## src/rtl/bus_pkg.sv

```systemverilog
// bus_pkg: shared state encoding, decode constants and hit vector for the 68000 bus front end
package bus_pkg;
    typedef enum logic [2:0] {
        IDLE  = 3'd0,
        WAIT  = 3'd1,
        ACK   = 3'd2,
        DRAM  = 3'd3,
        FAULT = 3'd4
    } state_t;
    localparam logic [2:0] FC_IACK = 3'b111;
    localparam int ROM_W = 4;
    localparam int IO_W  = 8;
    typedef struct packed {
        logic iack;
        logic rom;
        logic io;
        logic dram;
        logic bad;
    } hit_t;
endpackage

```

## src/rtl/bus_decode.sv

```systemverilog
// bus_decode: combinational address/function-code decode into a hit vector and active-low chip selects
module bus_decode
    import bus_pkg::*;
#(
    parameter logic [ROM_W-1:0] ROM_BASE = 4'hF,
    parameter logic [IO_W-1:0]  IO_BASE  = 8'hFF
) (
    input  logic [23:16] addr,
    input  logic [2:0]   fc,
    input  logic         rw,
    input  logic         strobe,
    input  logic         overlay,
    output hit_t         hit,
    output logic         cs_dram,
    output logic         cs_rom,
    output logic         cs_io
);
    logic sel, rom_win, io_win, low_win, rom_any;
    always_comb begin
        sel      = ~strobe & (fc != FC_IACK);
        rom_win  = addr[23 -: ROM_W] == ROM_BASE;
        io_win   = addr[23 -: IO_W] == IO_BASE;
        low_win  = addr[23 -: ROM_W] == '0;
        // the I/O window sits inside the ROM window and takes priority
        rom_any  = ~io_win & (rom_win | (overlay & low_win));
        hit.iack = ~strobe & (fc == FC_IACK);
        hit.io   = sel & io_win;
        hit.rom  = sel & rom_any & rw;
        hit.dram = sel & ~overlay & ~rom_win;
        hit.bad  = sel & ~hit.io & ~hit.rom & ~hit.dram;
        cs_dram  = ~hit.dram;
        cs_rom   = ~hit.rom;
        cs_io    = ~hit.io;
    end
endmodule

```

## src/rtl/bus_controller.sv

```systemverilog
// bus_controller: 68000 bus front end -- chip selects, wait-state DTACK, DRAM DTACK merge, BERR timeout, VPA
module bus_controller
    import bus_pkg::*;
#(
    parameter logic [ROM_W-1:0] ROM_BASE     = 4'hF,
    parameter logic [IO_W-1:0]  IO_BASE      = 8'hFF,
    parameter logic [2:0]       ROM_WAIT     = 3'd2,
    parameter logic [2:0]       IO_WAIT      = 3'd4,
    parameter logic [7:0]       BERR_TIMEOUT = 8'd255,
    parameter logic [2:0]       BOOT_READS   = 3'd4
) (
    input  logic        CLK_ALT,
    input  logic        RST,
    input  logic        AS,
    input  logic        UDS,
    input  logic        LDS,
    input  logic        RW,
    input  logic [2:0]  FC,
    input  logic [23:1] ADDR_IN,
    input  logic        DTACK_DRAM,
    output logic        CS_DRAM,
    output logic        CS_ROM,
    output logic        CS_IO,
    output logic        DTACK,
    output logic        BERR,
    output logic        VPA
);
    state_t     state, state_n;
    hit_t       hit;
    logic [2:0] wcnt, wcnt_n, boot, boot_n;
    logic [7:0] tcnt, tcnt_n;
    logic       as1, as1_d, dram_ack, ack_n, overlay;
    logic       dtack_q, berr_q, vpa_q, dtack_n, berr_n, vpa_n;
    logic       unused;

    assign unused  = ^{UDS, LDS, ADDR_IN[15:1]};
    assign overlay = boot < BOOT_READS;

    bus_decode #(.ROM_BASE(ROM_BASE), .IO_BASE(IO_BASE)) u_decode (
        .addr(ADDR_IN[23:16]), .fc(FC), .rw(RW), .strobe(AS), .overlay(overlay),
        .hit(hit), .cs_dram(CS_DRAM), .cs_rom(CS_ROM), .cs_io(CS_IO)
    );

    always_ff @(posedge CLK_ALT) begin
        if (!RST) begin
            state    <= IDLE;
            wcnt     <= '0;
            tcnt     <= '0;
            boot     <= '0;
            as1      <= 1'b1;
            as1_d    <= 1'b1;
            dram_ack <= 1'b0;
            dtack_q  <= 1'b1;
            berr_q   <= 1'b1;
            vpa_q    <= 1'b1;
        end else begin
            state    <= state_n;
            wcnt     <= wcnt_n;
            tcnt     <= tcnt_n;
            boot     <= boot_n;
            as1      <= AS;
            as1_d    <= as1;
            dram_ack <= ack_n;
            dtack_q  <= dtack_n;
            berr_q   <= berr_n;
            vpa_q    <= vpa_n;
        end
    end

    always_comb begin
        state_n = state;
        wcnt_n  = wcnt;
        tcnt_n  = (~as1 & (state == WAIT | state == DRAM) & tcnt != 8'hFF) ? tcnt + 8'd1 : tcnt;
        ack_n   = dram_ack;
        boot_n  = boot + {2'b0, as1 & ~as1_d & overlay};
        dtack_n = 1'b1;
        berr_n  = 1'b1;
        vpa_n   = 1'b1;
        case (state)
            IDLE: begin
                tcnt_n = '0;
                ack_n  = 1'b0;
                if (~as1 & ~AS) begin
                    if (hit.iack) begin
                        state_n = ACK;
                        vpa_n   = 1'b0;
                    end else if (hit.rom) begin
                        state_n = WAIT;
                        wcnt_n  = ROM_WAIT - 3'd1;
                    end else if (hit.io) begin
                        state_n = WAIT;
                        wcnt_n  = IO_WAIT - 3'd1;
                    end else if (hit.dram) begin
                        state_n = DRAM;
                    end else if (hit.bad) begin
                        state_n = FAULT;
                        berr_n  = 1'b0;
                    end
                end
            end
            WAIT: begin
                if (as1) state_n = IDLE;
                else if (wcnt == '0) begin
                    state_n = ACK;
                    dtack_n = 1'b0;
                end else wcnt_n = wcnt - 3'd1;
            end
            ACK: begin
                if (as1) state_n = IDLE;
                else begin
                    dtack_n = dtack_q;
                    vpa_n   = vpa_q;
                end
            end
            DRAM: begin
                // an acknowledge arriving on the expiry edge itself still loses to the timeout
                if (as1) state_n = IDLE;
                else if (tcnt == BERR_TIMEOUT & ~dram_ack) begin
                    state_n = FAULT;
                    berr_n  = 1'b0;
                end else if (~DTACK_DRAM) ack_n = 1'b1;
            end
            FAULT: begin
                if (as1) state_n = IDLE;
                else berr_n = 1'b0;
            end
            default: state_n = IDLE;
        endcase
    end

    assign DTACK = dtack_q & (DTACK_DRAM | state != DRAM);
    assign BERR  = berr_q;
    assign VPA   = vpa_q;
endmodule
```

## config.mk

```make
export PLATFORM = sky130hd
export DESIGN_NAME = bus_controller
export DESIGN_NICKNAME = d
export VERILOG_FILES = /design/src/rtl/bus_pkg.sv /design/src/rtl/bus_decode.sv /design/src/rtl/bus_controller.sv
export SDC_FILE = /design/constraint.sdc
export NUM_CORES = 1
export LEC_CHECK = 0
export CAP_MARGIN = 0
export CORE_UTILIZATION = 42
export DETAILED_ROUTE_END_ITERATION = 6
export PLACE_DENSITY_LB_ADDON = 0.25
export SLEW_MARGIN = 25
export SYNTH_ARGS = -nofsm -noshare
export SYNTH_HDL_FRONTEND = slang
export SYNTH_HIERARCHICAL = 1
export SYNTH_SLANG_ARGS = --single-unit
```

## constraint.sdc

```tcl
create_clock -name CLK_ALT -period 1.9 [get_ports CLK_ALT]
set_input_delay 0.38 -clock CLK_ALT [delete_from_list [all_inputs] [get_ports CLK_ALT]]
set_output_delay 0.38 -clock CLK_ALT [all_outputs]
set_load 0.01 [all_outputs]
```

== Yosys cells after proc, flatten, opt, wreduce, memory -nomap -nowiden ==
Index checks and enable logic that the tools add are counted.

* Word-level logic and storage cells: 121
* Register bits after elaboration: 23
* Input port bits: 33
* Output and inout bits: 6

* Magnitude comparators: 1
* Equal/unequal tests: 24
* Bitwise gates (word level): 33
* Reductions and logical operators: 10
* Muxes and demuxes: 40
* Add/subtract/negate cells: 3

{| class="wikitable"
|+ Operator list
! kind !! number
|-
| 2-to-1 mux 3 bit || 17
|-
| bitwise AND 1 bit || 19
|-
| 2-to-1 mux 1 bit || 17
|-
| equality test 8 bit (second input constant) || 2
|-
| inequality test 2 bit (second input constant) || 8
|-
| case mux 3 bit (4 select lines) || 1
|-
| inverter 1 bit || 11
|-
| inequality test 3 x 2 -> 1 bit (second input constant) || 3
|-
| adder 8 x 1 -> 8 bit (second input constant) || 1
|-
| inequality test 8 bit (second input constant) || 1
|-
| equality test 3 x 2 -> 1 bit (second input constant) || 2
|-
| equality test 3 bit (second input constant) || 2
|-
| logical NOT 3 bit || 2
|-
| inequality test 3 bit (second input constant) || 2
|-
| inequality test 6 bit (second input constant) || 1
|-
| case mux 1 bit (2 select lines) || 3
|-
| case mux 3 bit (2 select lines) || 1
|-
| AND reduction 6 bit || 1
|-
| AND reduction 5 bit || 1
|-
| equality test 4 bit (second input constant) || 1
|-
| logical NOT 4 bit || 1
|-
| AND reduction 4 bit || 1
|-
| nonzero test 2 bit || 2
|-
| OR reduction 2 bit || 2
|-
| 7 further kinds || 9
|}

== Depth between registers and ports, before layout ==
Gate-level depths: netlist of the first run.

* Word-level depth: 16
* Depth in mapped cells: 9

== By module ==
Netlist of the first run, hierarchy kept.

{| class="wikitable"
|+ Modules (own cells, without submodules)
! module !! cells an instance !! sequential area each (µm²) !! times used !! area an instance (µm²)
|-
| bus_controller || 137 || 460.4 || 1 || 1191.1
|-
| bus_decode || 19 || 0.0 || 1 || 135.1
|}

== Least setup slack after synthesis of the first run ==
Ideal clock, no wire load.

* Kind: input-to-reg
* From: in ADDR_IN[22] (netlist name)
* To: reg state[0]
* Buffers on the path: 0
* Data required time: 1828 ps
* Data arrival time: 1748 ps
* Slack: 80 ps
* Library setup time: 72 ps
* Stages on the path: 8
* Path through: and4_4 a22oi_2 nor2_1 or4_4 o21ai_2 a21oi_2 o31ai_2 mux2i_1

{| class="wikitable"
|+ RTL lines
! what !! RTL line !! text
|-
| start, declared || bus_controller.sv:19 || <nowiki>input logic [23:1] ADDR_IN,</nowiki>
|-
| end signal, assigned || bus_controller.sv:57 || <nowiki>state <= state_n;</nowiki>
|-
| end, declared || bus_controller.sv:28 || <nowiki>state_t state, state_n;</nowiki>
|}

== Worst setup path after layout of the first run ==
* From: in FC[0]
* To: out CS_ROM

* Word-level cells in the longest chain between the ends: 5

{| class="wikitable"
|+ Ends and longest elaborated chain
! what !! RTL line !! text
|-
| start, declared || bus_controller.sv:18 || <nowiki>input logic [2:0] FC,</nowiki>
|-
| inequality test 3 bit || bus_decode.sv:20 || <nowiki>sel = ~strobe & (fc != FC_IACK);</nowiki>
|-
| bitwise AND 1 bit || bus_decode.sv:20 ||
|-
| bitwise AND 1 bit (2 in series) || bus_decode.sv:28 || <nowiki>hit.rom = sel & rom_any & rw;</nowiki>
|-
| inverter 1 bit || bus_decode.sv:32 || <nowiki>cs_rom = ~hit.rom;</nowiki>
|-
| end, declared || bus_controller.sv:22 || <nowiki>output logic CS_ROM,</nowiki>
|}

Every way passes these cells.

==> run_results.csv, run 1 <==
group,metric,value,unit
run_status,run_status,"finished clean",
flow_run,maxCapViolCount,0,
drt,routed_via_density,5.12,
cts,cts_tree,"done",
drt,wl_per_cell,12.2,um
finish,layout-drive-gt1-share,0.254,
worst_setup_path,cp_data_arrival_time,1.49,ns
logic_synthesis,syn_inst,156,
pwr,power.density,483,nW/um2
cts,cts.clk_slew.worst_paths,0.14,ns
worst_setup_path,critPathLaunch,"FC[0]",
floorplanning,fp.dieH,58.2,um
floorplanning,num_rows,20,
pwr,peakVddDrop,0.240,mV
sta,worst_slew_pin_slew,0.406,ns
drt,drt-initial-drc-count,71,
cts,clock_latency,0.33,ns
worst_setup_path,crit_fanout,2,
grt,grt_pass1_wl,4690,um
sta,slew_headroom,0.729,
finish,multiInputGateArea,848,um2
finish,register_area,462,um2
cts,cts_buffers,3,
place,pre_cts_slack,-0.504,ns
finish,nets,236,
logic_synthesis,synthesis.nets,194,
sta,fmax,0.534,GHz
sta,setup_tns,0,ns
min_path,hold_start,"dtack_q",
worst_setup_path,path_buf_inv,4,
min_path,hold_class,"flip-flop to flip-flop",
pwr,power_leakage,0.706,nW
grt,grt_max_degree,15,
worst_setup_path,startpoint_type,"input pin",
cts,cts.htree.levels,1,
finish,n_antenna_cell,0,
grt,overflow,0,
finish,final_core_util,0.586,
drt,postRouteAntennaNets,0,
sta,setup_viol,0,
sta,finalWorstSetupSlack,0.0268,ns
logic_synthesis,synth_area,1330,um2
worst_setup_path,crit_path_cell_trace,"dlygate4sd2_1 > a31oi_4 > buf_6 > o21ai_2 > buf_4 > or2_1 > buf_2",
place,hpwl,2190,um
place,place.gp.congestion,0.799,
pwr,total_power,857,uW
drt,vias,1235,
drt,firstDrtPassIters,4,
finish,area_growth,33.8,%
sta,finalClockSkew,0.00581,ns
sta,maxSlewViolCount,0,
grt,grt_usage,0.180,
grt,grt_pass1_vias,1180,
logic_synthesis,ys_types,47,
sta,rsz0062_at_grt,"yes",
worst_setup_path,max_stage_delay,0.26,ns
place,numPortBuffers,21,
finish,fin_area,1770,um2
drt,routed_wl,2930,um
logic_synthesis,yosysWarnings,6,
sta,hold_viol,0,
place,placed_area,1690,um2
sta,post-route-period-util,0.986,
grt,grt_antenna_before_repair,0,
floorplanning,fp.coreArea,3030,um2
cts,postCtsHoldBufs,0,
drt,drc,0,
cts,cts_sinks,23,
floorplanning,dieArea,3390,um2
cts,cts-root-buf,"clkbuf_4",
logic_synthesis,seq_area_frac_synth,0.347,
cts,clockBufferDepth,2,
logic_synthesis,synth_area_per_cell,8.50,um2
worst_setup_path,critical_path.top_delay_family,"buffers and inverters",
finish,nFillCells,273,
logic_synthesis,ys_ff_latch,23,
worst_setup_path,path_class,"input pin to output pin",
worst_setup_path,worst_setup_path_end_kind,"output pin",
floorplanning,io_pins,39,
worst_setup_path,required,1.52,ns
worst_setup_path,crit_path_top_delay_cell,"dlygate4sd2_1",
worst_setup_path,reg2reg_from,"boot[2]",
floorplanning,start_util,0.438,
sta,period_minus_slack,1.87,ns
floorplanning,die_w,58.2,um
power by group:
part,leakage (nW),internal [mW],switching [mW]
combinational,0.506,0.0615,0.0512
sequential,0.187,0.488,0.00604
clock,0.0139,0.0808,0.169
worst min-delay path, cell delays in order, from the launching register on:
cell and delay, ns:
dfxtp_1 0.35, o22ai_1 0.06, nand2_1 0.06
per-layer routing:
layer / vias up / global-route usage / part of all wire
li1: 626 / - / -
met1: 565 / 0.196 / 0.43
met2: 36 / 0.333 / 0.51
met3: 8 / 0.0290 / 0.041
met4: 0 / 0.0952 / 0.023
met5: - / 0 / 0
registers in the layout, summed over array words and instances (netlist names):
name,count
wcnt,3
dram_ack,1
state,3
boot,3
BERR,1
VPA,1
as1_d,1
dtack_q,1
tcnt,8
as1,1
placed cells by master (no fill, tap or decap), types with 2 or more instances in the layout:
| master | n |
|---|---|
| buf_2 | 2 |
| dfxtp_1 | 22 |
| nand2b_1 | 4 |
| buf_4 | 21 |
| dlygate4sd2_1 | 12 |
| nor3b_1 | 2 |
| o21ai_1 | 2 |
| and2_1 | 4 |
| inv_1 | 6 |
| clkdlybuf4s15_1 | 2 |
| nand2_1 | 18 |
| xnor2_1 | 2 |
| clkdlybuf4s50_1 | 4 |
| nand4_1 | 4 |
| nor3b_2 | 3 |
| and3_1 | 3 |
| xor2_1 | 6 |
| nand3_1 | 5 |
| nor2b_4 | 2 |
| ha_1 | 5 |
| mux2i_1 | 5 |
| clkbuf_4 | 3 |
| nor2_1 | 18 |
| inv_2 | 2 |
| nor3_1 | 5 |
| o21ai_0 | 3 |
kinds of logic after synthesis:
kind of cell	Yosys count	share of synthesized area
buffers and inverters	14	0.0434
multiplexers	5	0.0377
AND/OR/NAND/NOR	79	0.333
XOR/XNOR	8	0.0528
adder cells (fa/ha/maj)	5	0.0472
flip-flops	23	0.347
AO/OA/AOI/OAI	22	0.139
metrics by stage:
stage | cells | hold slack, ns
after floorplan | 156 | 0.422
after global placement | 232 | 0.441
after detailed placement | 232 | 0.458
after CTS | 240 | 0.490
after global routing | 241 | 0.510
final | 241 | 0.491
final timing paths:
path                            endpoint  slack, ns  cells past startpoint
worst max-delay path              CS_ROM       0.03                      7
worst min-delay path             dtack_q       0.49                      2
worst max register to register  state[1]       0.05                      9
worst min register to register   dtack_q       0.49                      2
final cells by class:
cell class / count / area share
Tap cell: 44 / 0.0310
Clock buffer: 3 / 0.0127
Timing Repair Buffer: 43 / 0.197
Sequential cell: 23 / 0.260
Clock inverter: 1 / 0.00423
Inverter: 8 / 0.0169
Multi-Input combinational cell: 119 / 0.478
synthesized netlist by cell type (all sizes together):
| cell type | number | area (um2) |
|---|---|---|
| dfxtp | 23 | 460 |
| nor2 | 19 | 71.3 |
| nand2 | 18 | 67.6 |
| inv | 8 | 30.0 |
| nor3 | 7 | 46.3 |
| o21ai | 7 | 38.8 |
| xor2 | 6 | 52.6 |
| ha | 5 | 62.6 |
| mux2i | 5 | 50.1 |
| nand3 | 5 | 25.0 |
| nand4 | 5 | 37.5 |
| nor3b | 5 | 47.5 |
| and2 | 4 | 25.0 |
| buf | 4 | 20.0 |
| nand2b | 4 | 25.0 |
| and3 | 3 | 18.8 |
| nor2b | 3 | 26.3 |
| a21oi | 2 | 13.8 |
| a31oi | 2 | 27.5 |
| clkbuf | 2 | 7.51 |
| xnor2 | 2 | 17.5 |
| a21boi | 1 | 7.51 |
| a22oi | 1 | 12.5 |
| a41oi | 1 | 8.76 |
| and3b | 1 | 8.76 |
| and4 | 1 | 11.3 |
| nand3b | 1 | 7.51 |
| o211a | 1 | 10.0 |
| o21a | 1 | 7.51 |
| o221a | 1 | 11.3 |
| o22ai | 1 | 6.26 |
| o311a | 1 | 10.0 |
| o31a | 1 | 8.76 |
| o31ai | 1 | 12.5 |
| o32ai | 1 | 8.76 |
| or2 | 1 | 6.26 |
| or3 | 1 | 6.26 |
| or4 | 1 | 11.3 |
timing repair:
action	4_1_cts	5_1_grt
buffers inserted	4	1
hold endpoints to repair	0	0
pin swaps	11	7
endpoints found under the setup margin	9	8
gates resized for setup	27	14
Power figures use the tool's default switching activity.
==> inputs of run 2 (changes only) <==
--- a/config.mk
+++ b/config.mk
@@ -6,7 +6,10 @@
 export NUM_CORES = 1
 export LEC_CHECK = 0
 export CAP_MARGIN = 0
-export CORE_UTILIZATION = 42
+export CELL_PAD_IN_SITES_DETAIL_PLACEMENT = 1
+export CELL_PAD_IN_SITES_GLOBAL_PLACEMENT = 2
+export CORE_UTILIZATION = 25
+export CTS_BUF_LIST = sky130_fd_sc_hd__clkbuf_8
 export DETAILED_ROUTE_END_ITERATION = 6
 export PLACE_DENSITY_LB_ADDON = 0.25
 export SLEW_MARGIN = 25
==> run_results.csv, run 2 (synthesis results as in run 1) <==
group,metric,value,unit
worst_setup_path,cp_data_arrival_time,1.47,ns
sta,rsz0062_at_grt,"yes",
worst_setup_path,path_class,"input pin to output pin",
worst_setup_path,critical_path.top_delay_family,"buffers and inverters",
floorplanning,num_rows,26,
finish,fin_area,1840,um2
pwr,switching_share,0.245,
flow_run,maxCapViolCount,0,
finish,largest_reg_flops,8,
min_path,hold_class,"flip-flop to flip-flop",
cts,cts_tree,"done",
place,dpl.cell_count,258,
floorplanning,dieArea,5600,um2
worst_setup_path,startpoint_type,"input pin",
grt,grt_pass1_vias,1291,
sta,finalClockSkew,0.00678,ns
pwr,p_comb_frac,0.129,
drt,routed_via_density,4.61,
worst_setup_path,max_stage_delay,0.27,ns
grt,grt_pass1_wl,5750,um
grt,grt_max_degree,14,
worst_setup_path,crit_path_cell_trace,"dlygate4sd2_1 > a31oi_4 > buf_6 > o21ai_2 > buf_4 > or2_1 > buf_2",
finish,area_growth,39.1,%
sta,fmax,0.539,GHz
pwr,power_leakage,0.729,nW
cts,cts_sinks,23,
min_path,whs_path_depth,2,
pwr,p_sw,227,uW
finish,layout-drive-gt1-share,0.270,
sta,maxSlewViolCount,0,
finish,final_common_cell,"buf_4",
place,numPortBuffers,21,
worst_setup_path,crit_path_top_delay_cell,"dlygate4sd2_1",
cts,cts_buffers,3,
sta,period_minus_slack,1.85,ns
worst_setup_path,required,1.52,ns
drt,postRouteAntennaNets,0,
worst_setup_path,reg2regPathDepth,9,
finish,layout_common_cells,"buf_4 (24), dfxtp_1 (22), nor2_1 (18), nand2_1 (18), dlygate4sd2_1 (8)",
drt,vias,1245,
finish,regMostFlops,"tcnt",
sta,setup_viol,0,
pwr,total_power,926,uW
pwr,peakVddDrop,0.241,mV
place,placed_area,1720,um2
drt,firstDrtPassIters,4,
worst_setup_path,path_buf_inv,4,
sta,worst_slew_pin_slew,0.421,ns
drt,wl_per_cell,13.0,um
grt,grt_usage,0.136,
worst_setup_path,worst_setup_path_end_kind,"output pin",
floorplanning,io_pins,39,
place,hpwl,2730,um
floorplanning,fp.coreArea,5110,um2
finish,fin_cells,270,
place,pre_cts_slack,-0.564,ns
sta,slew_headroom,0.719,
sta,hold_viol,0,
pwr,power.density,502,nW/um2
floorplanning,start_util,0.260,
finish,n_antenna_cell,0,
grt,overflow,0,
grt,grt_antenna_before_repair,0,
cts,cts.htree.levels,1,
drt,drt-initial-drc-count,15,
drt,drc,0,
pwr,power.internal,699,uW
worst_setup_path,crit_fanout,2,
run_status,run_status,"finished clean",
cts,cts-root-buf,"clkbuf_8",
cts,clockBufferDepth,2,
pwr,clkPwrFrac,0.338,
cts,postCtsHoldBufs,0,
place,place.gp.congestion,0.736,
finish,nets,239,
sta,post-route-period-util,0.976,
drt,routed_wl,3510,um
sta,finalWorstSetupSlack,0.0455,ns
cts,cts.clk_slew.worst_paths,0.09,ns
worst_setup_path,crit_cells,7,
pwr,seqPwrFrac,0.533,
floorplanning,fp.dieH,74.8,um
cts,clock_latency,0.27,ns
floorplanning,die_w,74.8,um
-- run 2: layout make-up --
cell class	count	area (um2)
fill	642	3260
clock inverter	1	5.00
clock buffer	3	41.3
timing repair buffer	46	379
tap	70	87.6
multi-input combinational	119	840
inverter	8	30.0
sequential	23	462
-- run 2: final timing paths --
kind              startpoint        to  slack (ns)
hold reg to reg      dtack_q   dtack_q        0.49
setup reg to reg     boot[2]  state[0]        0.09
setup / recovery       FC[0]    CS_ROM        0.05
hold / removal       dtack_q   dtack_q        0.49
-- run 2: worst register-to-register path, cell delays in order, from the launching register on --
cell     delay, ns
dfxtp_2       0.34
inv_2         0.04
and3b_1       0.16
a22oi_2       0.18
nor2_2        0.07
or4_4         0.42
o21ai_2       0.14
a21oi_2       0.09
o31ai_4       0.09
mux2i_1       0.22
-- run 2: timing repair --
action,CTS,global route
pin swaps,13,8
setup endpoints to repair,10,8
hold endpoints to repair,0,0
setup buffers,6,2
gates resized for setup,37,7
-- run 2: per-layer routing --
| metal | track usage | wire (um) | vias up |
|---|---|---|---|
| met4 | 0.0377 | 34 | 0 |
| li1 | - | - | 627 |
| met3 | 0.0241 | 87 | 2 |
| met5 | 0 | 0 | - |
| met2 | 0.250 | 1880 | 19 |
| met1 | 0.163 | 1510 | 597 |
-- run 2: power by group through the flow --
stage	clock network (mW)	logic, mW	registers, mW
finish	0.313	0.119	0.493
global route	0.355	0.131	0.494
CTS	0.327	0.115	0.493
detailed placement	0	0.113	0.504
global placement	0	0.109	0.504
floorplan	0	0.0490	0.502
-- run 2: through the flow --
step	hold slack (ns)	TNS, ns	utilization
2_1_floorplan	0.422	0	-
3_3_place_gp	0.444	-3.85	0.338
3_5_place_dp	0.462	-4.28	0.338
4_1_cts	0.485	-0.0490	0.355
5_1_grt	0.520	-0.136	0.361
6_report	0.486	0	0.361
==> inputs of run 3 (changes only) <==
--- a/config.mk
+++ b/config.mk
@@ -8,8 +8,7 @@
 export CAP_MARGIN = 0
 export CELL_PAD_IN_SITES_DETAIL_PLACEMENT = 1
 export CELL_PAD_IN_SITES_GLOBAL_PLACEMENT = 2
-export CORE_UTILIZATION = 25
-export CTS_BUF_LIST = sky130_fd_sc_hd__clkbuf_8
+export CORE_UTILIZATION = 24
 export DETAILED_ROUTE_END_ITERATION = 6
 export PLACE_DENSITY_LB_ADDON = 0.25
 export SLEW_MARGIN = 25
==> constraint.sdc (replaced) <==
create_clock -name CLK_ALT -period 1.55 [get_ports CLK_ALT]
set_input_delay 0.31 -clock CLK_ALT [delete_from_list [all_inputs] [get_ports CLK_ALT]]
set_output_delay 0.31 -clock CLK_ALT [all_outputs]
set_load 0.01 [all_outputs]
==> run_results.csv, run 3 (synthesis results as in run 1) <==
group,metric,value,unit
run_status,run_status,"finished with violations",
run_status,violations,"setup timing",
cts,cts_tree,"done",
cts,cts.htree.levels,1,
grt,grt_usage,0.134,
cts,cts.clk_slew.worst_paths,0.09,ns
finish,nFillCells,640,
cts,cts-root-buf,"clkbuf_8",
finish,nets,244,
floorplanning,start_util,0.255,
cts,cts_buffers,3,
place,pre_cts_slack,-0.857,ns
grt,grt_pass1_vias,1457,
floorplanning,fp.coreArea,5200,um2
worst_setup_path,cp_data_arrival_time,2.04,ns
sta,fmax,0.542,GHz
grt,overflow,0,
sta,maxSlewViolCount,0,
place,hpwl,2880,um
finish,regMostFlops,"tcnt",
sta,hold_viol,0,
worst_setup_path,worst_setup_path_end_kind,"flip-flop",
pwr,total_power,1.15,mW
min_path,hold_class,"input pin to flip-flop",
flow_run,maxCapViolCount,0,
finish,fin_cells,275,
floorplanning,dieArea,5830,um2
sta,setup_tns,-1.17,ns
sta,worst_slew_pin_slew,0.395,ns
pwr,power.density,591,nW/um2
floorplanning,fp.dieH,76.3,um
finish,final_core_util,0.375,
finish,area_growth,47.1,%
sta,holdWs,0.428,ns
drt,postRouteAntennaNets,0,
sta,setup_viol,7,
sta,period_minus_slack,1.84,ns
grt,grt_pass1_wl,6310,um
place,placed_area,1790,um2
worst_setup_path,crit_fanout,3,
pwr,peakVddDrop,0.288,mV
floorplanning,die_w,76.3,um
drt,vias,1308,
finish,register_area,463,um2
grt,grt_max_degree,14,
finish,n_antenna_cell,0,
place,dpl.cell_count,266,
worst_setup_path,path_class,"flip-flop to flip-flop",
floorplanning,io_pins,39,
sta,finalWorstSetupSlack,-0.295,ns
finish,largest_reg_flops,8,
finish,final_common_cell,"buf_4",
cts,clock_latency,0.27,ns
sta,slew_headroom,0.736,
place,numPortBuffers,21,
worst_setup_path,required,1.75,ns
drt,routed_wl,3660,um
drt,wl_per_cell,13.3,um
drt,drc,0,
cts,clockBufferDepth,2,
grt,grt_antenna_before_repair,0,
floorplanning,num_rows,26,
sta,rsz0062_at_grt,"yes",
drt,firstDrtPassIters,4,
worst_setup_path,startpoint_type,"flip-flop",
finish,multiInputGateArea,901,um2
drt,drt-initial-drc-count,27,
sta,post-route-period-util,1.19,
finish,layout_common_cells,"buf_4 (26), dfxtp_1 (21), nand2_1 (18), nor2_1 (17), buf_6 (9)",
cts,cts_sinks,23,
place,place.gp.congestion,0.681,
sta,finalClockSkew,0.00423,ns
finish,fin_area,1950,um2
finish,layout-drive-gt1-share,0.356,
cts,postCtsHoldBufs,0,
drt,routed_via_density,4.76,
pwr,power_leakage,0.775,nW
-- run 3: changes by cell type in the layout (fill, tap and decap cells not counted), sizes merged --
cell,change
buf,+13
dlygate4sd2,-3
clkdlybuf4s15,-6
dlymetal6s2s,+1
-- run 3: what timing repair did --
item                                    in CTS  in global routing
buffers inserted                            12                  2
pin swaps                                   14                 11
endpoints found under the setup margin      18                 18
gates resized for setup                     56                 24
gates cloned                                 0                  0
-- run 3: power by group --
part	switching, mW	internal [mW]
sequential	0.00631	0.597
combinational	0.0719	0.0835
clock	0.213	0.180
-- run 3: final timing paths --
path	from	endpoint	slack [ns]	cells after the start
max	boot[2]	state[0]	-0.29	9
min	AS	as1	0.43	3
max reg2reg	boot[2]	state[0]	-0.29	9
min reg2reg	wcnt[2]	wcnt[2]	0.48	1
-- run 3: critical path, stage by stage (launching register included) --
cell	delay (ns)
dfxtp_2	0.34
inv_2	0.04
and3b_1	0.17
a22oi_2	0.20
nor2_2	0.06
or4_4	0.44
o21ai_4	0.14
a21oi_2	0.08
o31ai_4	0.08
mux2i_1	0.23
-- run 3: layer usage --
layer,global-route usage,vias to the layer above,routed length [um],share of wire
met1,0.144,631,1580,0.43
met3,0.0251,9,105,0.029
li1,-,640,-,-
met5,0,-,0,0
met4,0.0423,0,67,0.018
met2,0.259,28,1900,0.52
-- run 3: area by class of cell --
type                       count  area share
sequential                    23       0.237
clock buffer                   3      0.0212
tap                           70      0.0449
inverter                       8      0.0154
clock inverter                 1     0.00257
timing repair buffer          51       0.217
multi-input combinational    119       0.462
